<file path="src/rtl/addsub_pkg.sv">
// Shared op-code constants for the add/subtract stream datapath.
package addsub_pkg;

    localparam logic [1:0] OP_ADD  = 2'b00;
    localparam logic [1:0] OP_SUB  = 2'b01;
    localparam logic [1:0] OP_ADDS = 2'b10;
    localparam logic [1:0] OP_SUBS = 2'b11;

endpackage

</file>
<file path="src/rtl/sync_fifo.sv">
// Synchronous FIFO with occupancy count; reads data at the head, zeroed when empty.
module sync_fifo #(
    parameter int WIDTH = 18,
    parameter int DEPTH = 4
) (
    input  logic                       clk,
    input  logic                       reset,
    input  logic                       wr_en,
    input  logic [WIDTH-1:0]           wr_data,
    input  logic                       rd_en,
    output logic [WIDTH-1:0]           rd_data,
    output logic [$clog2(DEPTH):0]     count,
    output logic                       full,
    output logic                       empty
);

    localparam int AW = $clog2(DEPTH);
    localparam int CW = AW + 1;

    logic [WIDTH-1:0] mem [DEPTH];
    logic [AW-1:0]    wr_ptr;
    logic [AW-1:0]    rd_ptr;
    logic             push;
    logic             pop;

    assign empty   = (count == '0);
    assign full    = (count == CW'(DEPTH));
    assign pop     = rd_en && !empty;
    // A write into a full FIFO is legal only when the head leaves in the same cycle.
    assign push    = wr_en && (!full || pop);
    assign rd_data = empty ? '0 : mem[rd_ptr];

    always_ff @(posedge clk) begin
        if (reset) begin
            wr_ptr <= '0;
            rd_ptr <= '0;
            count  <= '0;
        end else begin
            if (push) begin
                mem[wr_ptr] <= wr_data;
                wr_ptr      <= wr_ptr + AW'(1);
            end
            if (pop) begin
                rd_ptr <= rd_ptr + AW'(1);
            end
            if (push && !pop) begin
                count <= count + CW'(1);
            end else if (pop && !push) begin
                count <= count - CW'(1);
            end
        end
    end

endmodule

</file>
<file path="src/rtl/addsub_stream.sv">
// Streaming add/subtract unit: one compute stage register feeding a result FIFO.
module addsub_stream
    import addsub_pkg::*;
#(
    parameter int WIDTH = 16,
    parameter int DEPTH = 4
) (
    input  logic                       clk,
    input  logic                       reset,
    input  logic                       in_valid,
    output logic                       in_ready,
    input  logic [1:0]                 in_op,
    input  logic [WIDTH-1:0]           in_a,
    input  logic [WIDTH-1:0]           in_b,
    output logic                       out_valid,
    input  logic                       out_ready,
    output logic [WIDTH-1:0]           out_result,
    output logic                       out_carry,
    output logic                       out_ovf,
    output logic [$clog2(DEPTH):0]     count
);

    localparam int CW = $clog2(DEPTH) + 1;

    logic [WIDTH:0]   sum_ext;
    logic [WIDTH:0]   diff_ext;
    logic [WIDTH:0]   raw;
    logic             is_sub;
    logic             is_sat;
    logic [WIDTH-1:0] calc_result;
    logic             calc_carry;
    logic             calc_ovf;

    logic             stage_valid;
    logic [WIDTH+1:0] stage_data;
    logic [WIDTH+1:0] head_data;
    logic [CW:0]      occupancy;
    logic             fifo_full;
    logic             fifo_empty;
    logic             accept;
    logic             pop;
    logic             fifo_wr;

    // Carry/borrow fall out of the extra MSB; saturation clamps toward the sign of a.
    always_comb begin
        sum_ext  = {1'b0, in_a} + {1'b0, in_b};
        diff_ext = {1'b0, in_a} - {1'b0, in_b};
        is_sub   = (in_op == OP_SUB) || (in_op == OP_SUBS);
        is_sat   = (in_op == OP_ADDS) || (in_op == OP_SUBS);
        raw      = is_sub ? diff_ext : sum_ext;
        calc_carry  = raw[WIDTH];
        calc_result = raw[WIDTH-1:0];
        if (is_sub) begin
            calc_ovf = (in_a[WIDTH-1] != in_b[WIDTH-1]) && (raw[WIDTH-1] != in_a[WIDTH-1]);
        end else begin
            calc_ovf = (in_a[WIDTH-1] == in_b[WIDTH-1]) && (raw[WIDTH-1] != in_a[WIDTH-1]);
        end
        if (is_sat && calc_ovf) begin
            calc_result = in_a[WIDTH-1] ? {1'b1, {(WIDTH-1){1'b0}}} : {1'b0, {(WIDTH-1){1'b1}}};
        end
    end

    // Counting the stage slot keeps in_ready free of out_ready/in_valid paths.
    assign occupancy = {1'b0, count} + {{CW{1'b0}}, stage_valid};
    assign in_ready  = (occupancy < (CW+1)'(DEPTH));
    assign accept    = in_valid && in_ready;
    assign out_valid = !fifo_empty;
    assign pop       = out_valid && out_ready;
    assign fifo_wr   = stage_valid && (!fifo_full || pop);

    always_ff @(posedge clk) begin
        if (reset) begin
            stage_valid <= 1'b0;
            stage_data  <= '0;
        end else if (accept) begin
            stage_valid <= 1'b1;
            stage_data  <= {calc_carry, calc_ovf, calc_result};
        end else if (fifo_wr) begin
            stage_valid <= 1'b0;
        end
    end

    sync_fifo #(
        .WIDTH(WIDTH + 2),
        .DEPTH(DEPTH)
    ) u_fifo (
        .clk    (clk),
        .reset  (reset),
        .wr_en  (fifo_wr),
        .wr_data(stage_data),
        .rd_en  (out_ready),
        .rd_data(head_data),
        .count  (count),
        .full   (fifo_full),
        .empty  (fifo_empty)
    );

    assign out_carry  = head_data[WIDTH+1];
    assign out_ovf    = head_data[WIDTH];
    assign out_result = head_data[WIDTH-1:0];

endmodule

</file>
<file path="config.mk">
export PLATFORM = sky130hd
export DESIGN_NAME = addsub_stream
export DESIGN_NICKNAME = d
export VERILOG_FILES = /design/src/rtl/addsub_pkg.sv /design/src/rtl/sync_fifo.sv /design/src/rtl/addsub_stream.sv
export SDC_FILE = /design/constraint.sdc
export NUM_CORES = 1
export LEC_CHECK = 0
export BUFFER_PORTS_ARGS = -buffer_cell sky130_fd_sc_hd__buf_2
export CORE_MARGIN = 10
export CORE_UTILIZATION = 35
export DETAILED_ROUTE_END_ITERATION = 7
export PLACE_DENSITY = 0.6
export SYNTH_ARGS = -nofsm -noshare
export SYNTH_HDL_FRONTEND = slang
export SYNTH_SLANG_ARGS = --single-unit
</file>
<file path="constraint.sdc">
create_clock -name clk -period 4.7 [get_ports clk]
set_input_delay 0.94 -clock clk [delete_from_list [all_inputs] [get_ports clk]]
set_output_delay 0.94 -clock clk [all_outputs]
set_load 0.1 [all_outputs]
</file>
==> results of run 1 <==
[through the flow]
step	worst slack [ns]	setup TNS [ns]	util
after floorplan	0.477	0	-
after global placement	0.0974	0	0.386
after detailed placement	-0.0124	-0.0701	0.386
after CTS	0.314	0	0.406
after global routing	0.0105	0	0.406
final	0.337	0	0.406
[synthesized netlist by cell type (3+ instances only)]
cell      number
a21o_1         7
nor3_1         8
a21oi_1       16
ha_1          22
clkbuf_1      10
a31oi_1        6
o221a_2       13
or3_1          3
nor2b_1        5
xor2_1        10
and3_1         3
o21ai_0        3
and2_1        24
buf_2          3
nand3_1        6
edfxtp_1      72
mux2i_1        4
nand2b_1       4
dfxtp_1       28
nand2_1        9
mux4_2        18
a211oi_1       4
inv_1         16
xnor2_1       21
nor2_1        33
o211ai_1       3
[sequential cells by signal (all words and copies together) (netlist names), named ones only]
signal         cells
u_fifo.count       3
u_fifo.mem        72
u_fifo.rd_ptr      2
u_fifo.wr_ptr      2
stage_valid        1
stage_data        18
[cell families (layout without fill, tap and decap cells)]
group / after synthesis / count (layout) / synth area share
flops: 100 / 100 / 0.532
compound gates: 73 / 73 / 0.116
mux: 23 / 23 / 0.0898
buf+inv: 33 / 94 / 0.0286
fa+ha+maj: 24 / 24 / 0.0617
simple gates: 110 / 110 / 0.115
xor+xnor: 32 / 32 / 0.0563
[where the power goes]
group,switching [mW],leakage [nW],internal [mW]
Combinational,1.06,1.17,0.400
Sequential,0.0966,0.895,1.09
Clock,0.276,0.133,0.409
Total,1.43,2.20,1.89
[critical path, stage by stage]
cell      delay, ns
buf_2          0.12
nor3_2         0.22
nand2_1        0.13
or4_1          0.45
or4_1          0.43
nor2_1         0.15
a21oi_1        0.10
xnor2_1        0.14
ha_1           0.37
o2111a_1       0.20
a221oi_2       0.27
nand2_2        0.14
xnor2_2        0.19
a41oi_2        0.49
o221a_2        0.28
[layout make-up]
| class | instances | area share |
|---|---|---|
| clock buffer | 13 | 0.0411 |
| sequential | 100 | 0.465 |
| multi-input combinational | 262 | 0.384 |
| clock inverter | 3 | 0.00642 |
| inverter | 16 | 0.0103 |
| timing repair buffer | 62 | 0.0539 |
| tap | 184 | 0.0393 |
[metal layers]
| metal | vias up | wire length (um) | track usage |
|---|---|---|---|
| li1 | 1615 | - | - |
| met1 | 1508 | 4900 | 0.134 |
| met5 | - | 0 | 0 |
| met2 | 60 | 4790 | 0.169 |
| met3 | 13 | 345 | 0.0212 |
| met4 | 0 | 160 | 0.0413 |
[path summary, 6_finish.rpt]
kind	slack [ns]	to	startpoint
max	0.34	stage_data[4]	in_b[4]
min	0.50	u_fifo.wr_ptr[1]	u_fifo.wr_ptr[1]
max reg2reg	2.09	u_fifo.count[2]	u_fifo.count[0]
min reg2reg	0.50	u_fifo.wr_ptr[1]	u_fifo.wr_ptr[1]
==> results.json, run 1 <==
{
  "die_x_um": 141,
  "period_minus_slack_ns": 4.36,
  "required_ns": 4.98,
  "antennaDiodeCount": 0,
  "slew_viol_final": 0,
  "grt_pass1_wl_mm": 16.9,
  "drc": 0,
  "cts_tree": "built",
  "synth_top_area_frac": 0.423,
  "synth_flop_cell": "edfxtp_1",
  "track_usage": 0.104,
  "drtIter0Drc": 111,
  "final_cell_mix": "edfxtp_1 (72), buf_2 (60), nor2_1 (33), dfxtp_1 (28), and2_1 (24)",
  "hold_ws_ns": 0.505,
  "design_area_mm2": 0.00585,
  "synthToLayoutAreaGrowth_pct": 14.4,
  "multi_input_area_mm2": 0.00224,
  "clkLatencyLatePin_ns": 0.33,
  "clk_path_buf_depth": 2,
  "cts.sinks": 100,
  "fin_crit_sh": 0.928,
  "final_common_cell": "edfxtp_1",
  "final_nets": 513,
  "placedCellCount": 624,
  "max_slew_margin": 0.329,
  "fill_cells": 1392,
  "power.density_mw_per_mm2": 569,
  "grt.overflow.total": 0,
  "synth_enable_flop_cells": 72,
  "die_area_mm2": 0.0198,
  "post_cts_buffers": 0,
  "crit_path_end_kind": "flip-flop",
  "finalSetupViolations": 0,
  "fin_cells": 640,
  "dp_hpwl_mm": 7.56,
  "antenna_found_initial": 0,
  "crit_type": "input pin to flip-flop",
  "place_area_mm2": 0.00557,
  "status": "finished, final reports clean",
  "grt_pass1_vias": 3318,
  "synth.area.top_cells": "edfxtp_1 (42%), dfxtp_1 (11%), mux4_2 (7.9%), ha_1 (5.4%), xnor2_1 (3.6%)",
  "core_area_mm2": 0.0144,
  "finClkSkew_ns": 0.00687,
  "antenna_left": 0,
  "crit_fanout": 13,
  "finalHoldViolations": 0,
  "vias": 3196,
  "holdBufCountCts": 0,
  "ff_latch_area_mm2": 0.00272,
  "ys_async_sr_fraction": 0,
  "synth_nets": 457,
  "yosys_warnings": 0,
  "gp_congestion": 0.798,
  "clkTransAtPathRegs_ns": 0.06,
  "start_util": 0.355,
  "syn_inst": 395,
  "start_kind": "input pin",
  "ctsHtreeMaxLevel": 3,
  "drt-wirelength-per-cell_um": 15.9,
  "arrival_ns": 4.64,
  "peakVddDrop_mv": 0.228,
  "max_freq_mhz": 229,
  "num_rows": 44,
  "hold_class": "flip-flop to flip-flop",
  "syn_area_mm2": 0.00511,
  "firstDrtPassIters": 4,
  "cts_inserted_buffers": 9,
  "max-cap-violations": 0,
  "p_leak_nw": 2.20,
  "yosysSeqAreaShare": 0.532,
  "drive_gt1_frac": 0.252,
  "die_h_um": 141,
  "grt_max_degree": 26,
  "r2r_cells": 8,
  "vias_per_cell": 4.99,
  "min_path_cells": 2,
  "p_total_mw": 3.33,
  "port_buffers": 60,
  "yosysUniqueCellTypes": 61,
  "synth_top_area_cell": "edfxtp_1",
  "io_pins": 61,
  "synth_seq_cells": 100,
  "wirelength_mm": 10.2,
  "syn_area_per_cell_um2": 12.9,
  "tightest_slew_ns": 1.01,
  "rsz0062_at_grt": "no",
  "cts-root-buf": "clkbuf_16",
  "cts_resized": 0
}
Note: power is estimated with default switching activity, not from simulation.
==> run 2, diff against run 1 <==
==> constraint.sdc (replaced) <==
create_clock -name clk -period 5.1 [get_ports clk]
set_input_delay 1.02 -clock clk [delete_from_list [all_inputs] [get_ports clk]]
set_output_delay 1.02 -clock clk [all_outputs]
set_load 0.1 [all_outputs]
==> run 2 against run 1 <==
  * Die area did not move
  * Count of clock-buffer cells in the layout fell by 3
  * Largest cell class unchanged
  * Final cell count decreased by 0.16%
==> results.json, run 2 (same netlist as run 1, synthesis figures left out) <==
{
  "max_slew_margin": 0.367,
  "drive_gt1_frac": 0.257,
  "core_area_mm2": 0.0144,
  "r2r-end": "u_fifo.count[2]",
  "fill_cells": 1369,
  "cts-root-buf": "clkbuf_16",
  "r2r_start": "u_fifo.count[0]",
  "fin_cells": 639,
  "tightest_slew_ns": 0.949,
  "r2r_cells": 8,
  "max_freq_mhz": 228,
  "clkLatencyLatePin_ns": 0.34,
  "vias_per_cell": 4.95,
  "grt.overflow.total": 0,
  "hold_start": "u_fifo.wr_ptr[1]",
  "top_register": "u_fifo.mem",
  "start_kind": "input pin",
  "largest_reg_flops": 72,
  "antenna_left": 0,
  "peakVddDrop_mv": 0.176,
  "setup_tns_ns": 0,
  "finalHoldViolations": 0,
  "final_common_cell": "edfxtp_1",
  "p_sw_mw": 1.33,
  "design_area_mm2": 0.00585,
  "cts_tree": "built",
  "clkTransAtPathRegs_ns": 0.06,
  "max_stage_delay_ns": 0.49,
  "power_frac_seq": 0.354,
  "die_x_um": 141,
  "cts_inserted_buffers": 9,
  "drc": 0,
  "clkPwrFrac": 0.209,
  "required_ns": 5.38,
  "power.density_mw_per_mm2": 526,
  "vias": 3164,
  "p_leak_nw": 2.20,
  "firstDrtPassIters": 4,
  "placedCellCount": 623,
  "grt_pass1_vias": 3251,
  "final_nets": 512,
  "rsz0062_at_grt": "no",
  "intPower_mw": 1.74,
  "drt-wirelength-per-cell_um": 15.7,
  "p_total_mw": 3.07,
  "crit_type": "input pin to flip-flop",
  "antenna_found_initial": 0,
  "finalSetupViolations": 0,
  "hold_class": "flip-flop to flip-flop",
  "arrival_ns": 4.66,
  "slowest_stage": "a41oi_2",
  "drtIter0Drc": 170,
  "whs_endpoint": "u_fifo.wr_ptr[1]",
  "critical_path.cell_chain": "buf_2 > nor3_2 > nand2_1 > or4_1 > or4_1 > nor2_1 > a21oi_1 > xnor2_1 > ha_1 > o2111a_1 > a221oi_2 > nand2_2 > xnor2_2 > a41oi_2 > o221a_2",
  "rrSetupSlack_ns": 2.49,
  "path_buf_inv": 1,
  "track_usage": 0.102,
  "wirelength_mm": 10.0,
  "post_cts_buffers": 0,
  "cts.sinks": 100,
  "grt_pass1_wl_mm": 16.4,
  "grt_max_degree": 26,
  "gp_congestion": 0.791,
  "hold_ws_ns": 0.501,
  "finClkSkew_ns": 0.00571,
  "max-cap-violations": 0,
  "final_cell_mix": "edfxtp_1 (72), buf_2 (60), nor2_1 (33), dfxtp_1 (28), and2_1 (24)",
  "min_path_cells": 2,
  "status": "finished, final reports clean",
  "slew_viol_final": 0,
  "critPathTopFamily": "simple AND/OR/NAND/NOR gates",
  "place_area_mm2": 0.00557,
  "holdBufCountCts": 0,
  "die_area_mm2": 0.0198,
  "crit_fanout": 13,
  "clk_path_buf_depth": 2,
  "port_buffers": 60,
  "combPwrFrac": 0.437,
  "ctsHtreeMaxLevel": 3,
  "crit_path_frequent_cell": "or4_1",
  "num_rows": 44,
  "die_h_um": 141,
  "fin_crit_sh": 0.860,
  "crit_path_end_kind": "flip-flop",
  "largest_registers": "u_fifo.mem (72), stage_data (18), u_fifo.count (3)",
  "antennaDiodeCount": 0,
  "switching_share": 0.433,
  "cts_resized": 0,
  "period_minus_slack_ns": 4.38,
  "dp_hpwl_mm": 7.37,
  "io_pins": 61,
  "synthToLayoutAreaGrowth_pct": 14.4,
  "start_util": 0.355
}
==> run 2: area by class of cell <==
cell class                 count  area, um^2  area share
tap                          184         230      0.0394
sequential                   100        2720       0.465
inverter                      16        60.1      0.0103
multi-input combinational    262        2240       0.384
timing repair buffer          61         308      0.0526
clock buffer                  10         229      0.0391
clock inverter                 6        55.1     0.00941
==> run 2: layer usage <==
layer / up-vias / share of wire / global-route usage
met5: - / 0 / 0
met4: 0 / 0.014 / 0.0500
met3: 10 / 0.039 / 0.0171
met2: 65 / 0.45 / 0.164
met1: 1476 / 0.50 / 0.130
li1: 1613 / - / -
==> run 2: how the worst max path moves through the flow <==
stage | from | to | slack (ns) | cells after the start
floorplan | in_b[4] | stage_data[0] | 0.80 | 15
global placement | in_b[4] | stage_data[0] | 0.41 | 15
detailed placement | in_b[4] | stage_data[1] | 0.36 | 15
CTS | in_b[4] | stage_data[1] | 0.69 | 15
global route | in_b[4] | stage_data[7] | 0.46 | 15
finish | in_b[4] | stage_data[1] | 0.72 | 15
==> run 2: worst register-to-register path: stages (launching register included) <==
cell and delay [ns]:
dfxtp_1 0.39, or3_1 0.67, nand2_1 0.22, ha_1 0.21
inv_1 0.07, fa_1 0.37, xor2_1 0.16, or3_1 0.32
a21oi_1 0.14
==> run 2: power by group through the flow <==
stage	sequential [mW]	combinational, mW	clock (mW)
after global routing	1.10	1.44	0.688
after floorplan	1.12	1.11	0
final	1.09	1.34	0.642
after global placement	1.10	1.35	0
after CTS	1.09	1.36	0.652
after detailed placement	1.11	1.36	0
==> run 2: through the flow <==
step | setup WS [ns] | utilization
6_report | 0.716 | 0.406
5_1_grt | 0.462 | 0.406
4_1_cts | 0.692 | 0.406
3_5_place_dp | 0.361 | 0.386
3_3_place_gp | 0.413 | 0.386
2_1_floorplan | 0.797 | -
==> run 3, diff against run 2 <==
--- a/config.mk
+++ b/config.mk
@@ -9,6 +9,7 @@
 export CORE_MARGIN = 10
 export CORE_UTILIZATION = 35
 export DETAILED_ROUTE_END_ITERATION = 7
+export GPL_TIMING_DRIVEN = 0
 export PLACE_DENSITY = 0.6
 export SYNTH_ARGS = -nofsm -noshare
 export SYNTH_HDL_FRONTEND = slang
==> run 3 against run 2 <==
  * Combinational power about the same
  * Routed wire length grew 0.16%
  * Worst hold slack better by 0.0071 ns
  * Critical path depth is 1 higher
  * Sequential power is essentially flat
  * Critical path type unchanged
  * Register-to-register slack better by 0.22 ns
  * Non-clock buffer count increased by 14
  * Worst setup slack lost 0.047 ns
  * Sequential share of layout area down 0.64 points
  * Global-route usage about the same
==> results.json, run 3 (same netlist as run 1, synthesis figures left out) <==
{
  "status": "finished, final reports clean",
  "required_ns": 5.32,
  "arrival_ns": 4.65,
  "hold_class": "flip-flop to flip-flop",
  "crit_path_end_kind": "flip-flop",
  "max_slew_margin": 0.359,
  "cts_inserted_buffers": 9,
  "crit_path_frequent_cell": "or4_1",
  "hold_start": "u_fifo.wr_ptr[1]",
  "vias": 3237,
  "holdBufCountCts": 0,
  "critical_path.cell_chain": "buf_2 > nor3_2 > nand2_1 > or4_1 > or4_1 > nor2_1 > a21oi_1 > xnor2_1 > ha_1 > o2111a_1 > a221oi_2 > nand2_2 > mux2i_2 > or2b_4 > buf_8 > o221a_2",
  "combPwrFrac": 0.442,
  "whs_endpoint": "u_fifo.wr_ptr[1]",
  "setup_tns_ns": 0,
  "ctsHtreeMaxLevel": 3,
  "place_area_mm2": 0.00563,
  "final_common_cell": "edfxtp_1",
  "r2r_cells": 9,
  "cts_resized": 0,
  "antennaDiodeCount": 0,
  "antenna_left": 0,
  "clkTransAtPathRegs_ns": 0.06,
  "placedCellCount": 637,
  "max_freq_mhz": 226,
  "gp_congestion": 0.788,
  "finalHoldViolations": 0,
  "rrSetupSlack_ns": 2.71,
  "drtIter0Drc": 202,
  "pre_cts_ws_ns": 0.321,
  "p_sw_mw": 1.34,
  "peakVddDrop_mv": 0.222,
  "drc": 0,
  "final_cell_mix": "edfxtp_1 (72), buf_2 (61), nor2_1 (33), dfxtp_1 (28), and2_1 (24)",
  "port_buffers": 58,
  "r2r_start": "u_fifo.count[2]",
  "io_pins": 61,
  "p_total_mw": 3.11,
  "vias_per_cell": 4.96,
  "firstDrtPassIters": 4,
  "fin_crit_sh": 0.869,
  "max-cap-violations": 0,
  "cts-root-buf": "clkbuf_16",
  "hold_ws_ns": 0.508,
  "dp_hpwl_mm": 7.70,
  "antenna_found_initial": 0,
  "core_area_mm2": 0.0144,
  "grt_pass1_vias": 3385,
  "final_nets": 526,
  "drt-wirelength-per-cell_um": 15.4,
  "top_register": "u_fifo.mem",
  "start_util": 0.355,
  "post_cts_buffers": 0,
  "die_x_um": 141,
  "rsz0062_at_grt": "no",
  "power.density_mw_per_mm2": 524,
  "drive_gt1_frac": 0.254,
  "clkPwrFrac": 0.211,
  "clk_path_buf_depth": 2,
  "grt.overflow.total": 0,
  "clkLatencyLatePin_ns": 0.34,
  "fin_cells": 653,
  "r2r-end": "u_fifo.count[2]",
  "min_path_cells": 2,
  "design_area_mm2": 0.00593,
  "synthToLayoutAreaGrowth_pct": 16.0,
  "fin_ws_ns": 0.670,
  "finClkSkew_ns": 0.00720,
  "cts_tree": "built",
  "slew_viol_final": 0,
  "largest_registers": "u_fifo.mem (72), stage_data (18), u_fifo.count (3)",
  "switching_share": 0.430,
  "slowest_stage": "or4_1",
  "die_h_um": 141,
  "crit_type": "input pin to flip-flop",
  "finalSetupViolations": 0,
  "grt_pass1_wl_mm": 16.6,
  "track_usage": 0.101,
  "power_frac_seq": 0.347,
  "grt_max_degree": 19,
  "die_area_mm2": 0.0198,
  "max_stage_delay_ns": 0.44,
  "period_minus_slack_ns": 4.43,
  "wirelength_mm": 10.0,
  "start_kind": "input pin",
  "crit_start": "in_b[4]",
  "p_leak_nw": 2.23,
  "final_util": 0.411,
  "num_rows": 44,
  "largest_reg_flops": 72,
  "tightest_slew_ns": 0.961,
  "intPower_mw": 1.77,
  "cts.sinks": 100,
  "crit_fanout": 10
}
-- run 3: worst max-delay path, delay by kind of cell --
family	cells	cell delay, ns
simple gates	7	1.82
compound gates	4	0.83
mux	1	0.20
buf+inv	2	0.26
fa+ha+maj	1	0.38
xor+xnor	1	0.15
-- run 3: worst max path at each step --
| stage | end | depth (start not counted) |
|---|---|---|
| after floorplan | stage_data[0] | 15 |
| after global placement | stage_data[12] | 16 |
| after detailed placement | stage_data[4] | 16 |
| after CTS | stage_data[4] | 16 |
| after global routing | stage_data[3] | 16 |
| final | stage_data[4] | 16 |
-- run 3: final cells by class --
type                    instances  area, um^2
plain buffers                  17        86.3
repair buffers                 58         290
well taps                     184         230
clock inverters                 4        50.0
inverters                      16        60.1
fillers                      1388        8490
multi-input cells             262        2240
flip-flops and latches        100        2720
clock buffers                  12         246
-- run 3: routing by layer --
layer,global-route usage,part of all wire
met5,0,0
met3,0.0212,0.042
met2,0.168,0.48
met4,0.0342,0.0085
met1,0.128,0.47
-- run 3: power groups by stage --
stage | clock network, mW | registers, mW | logic (mW)
detailed placement | 0 | 1.10 | 1.39
global placement | 0 | 1.09 | 1.38
floorplan | 0 | 1.12 | 1.11
global route | 0.705 | 1.09 | 1.47
CTS | 0.675 | 1.08 | 1.40
finish | 0.657 | 1.08 | 1.37
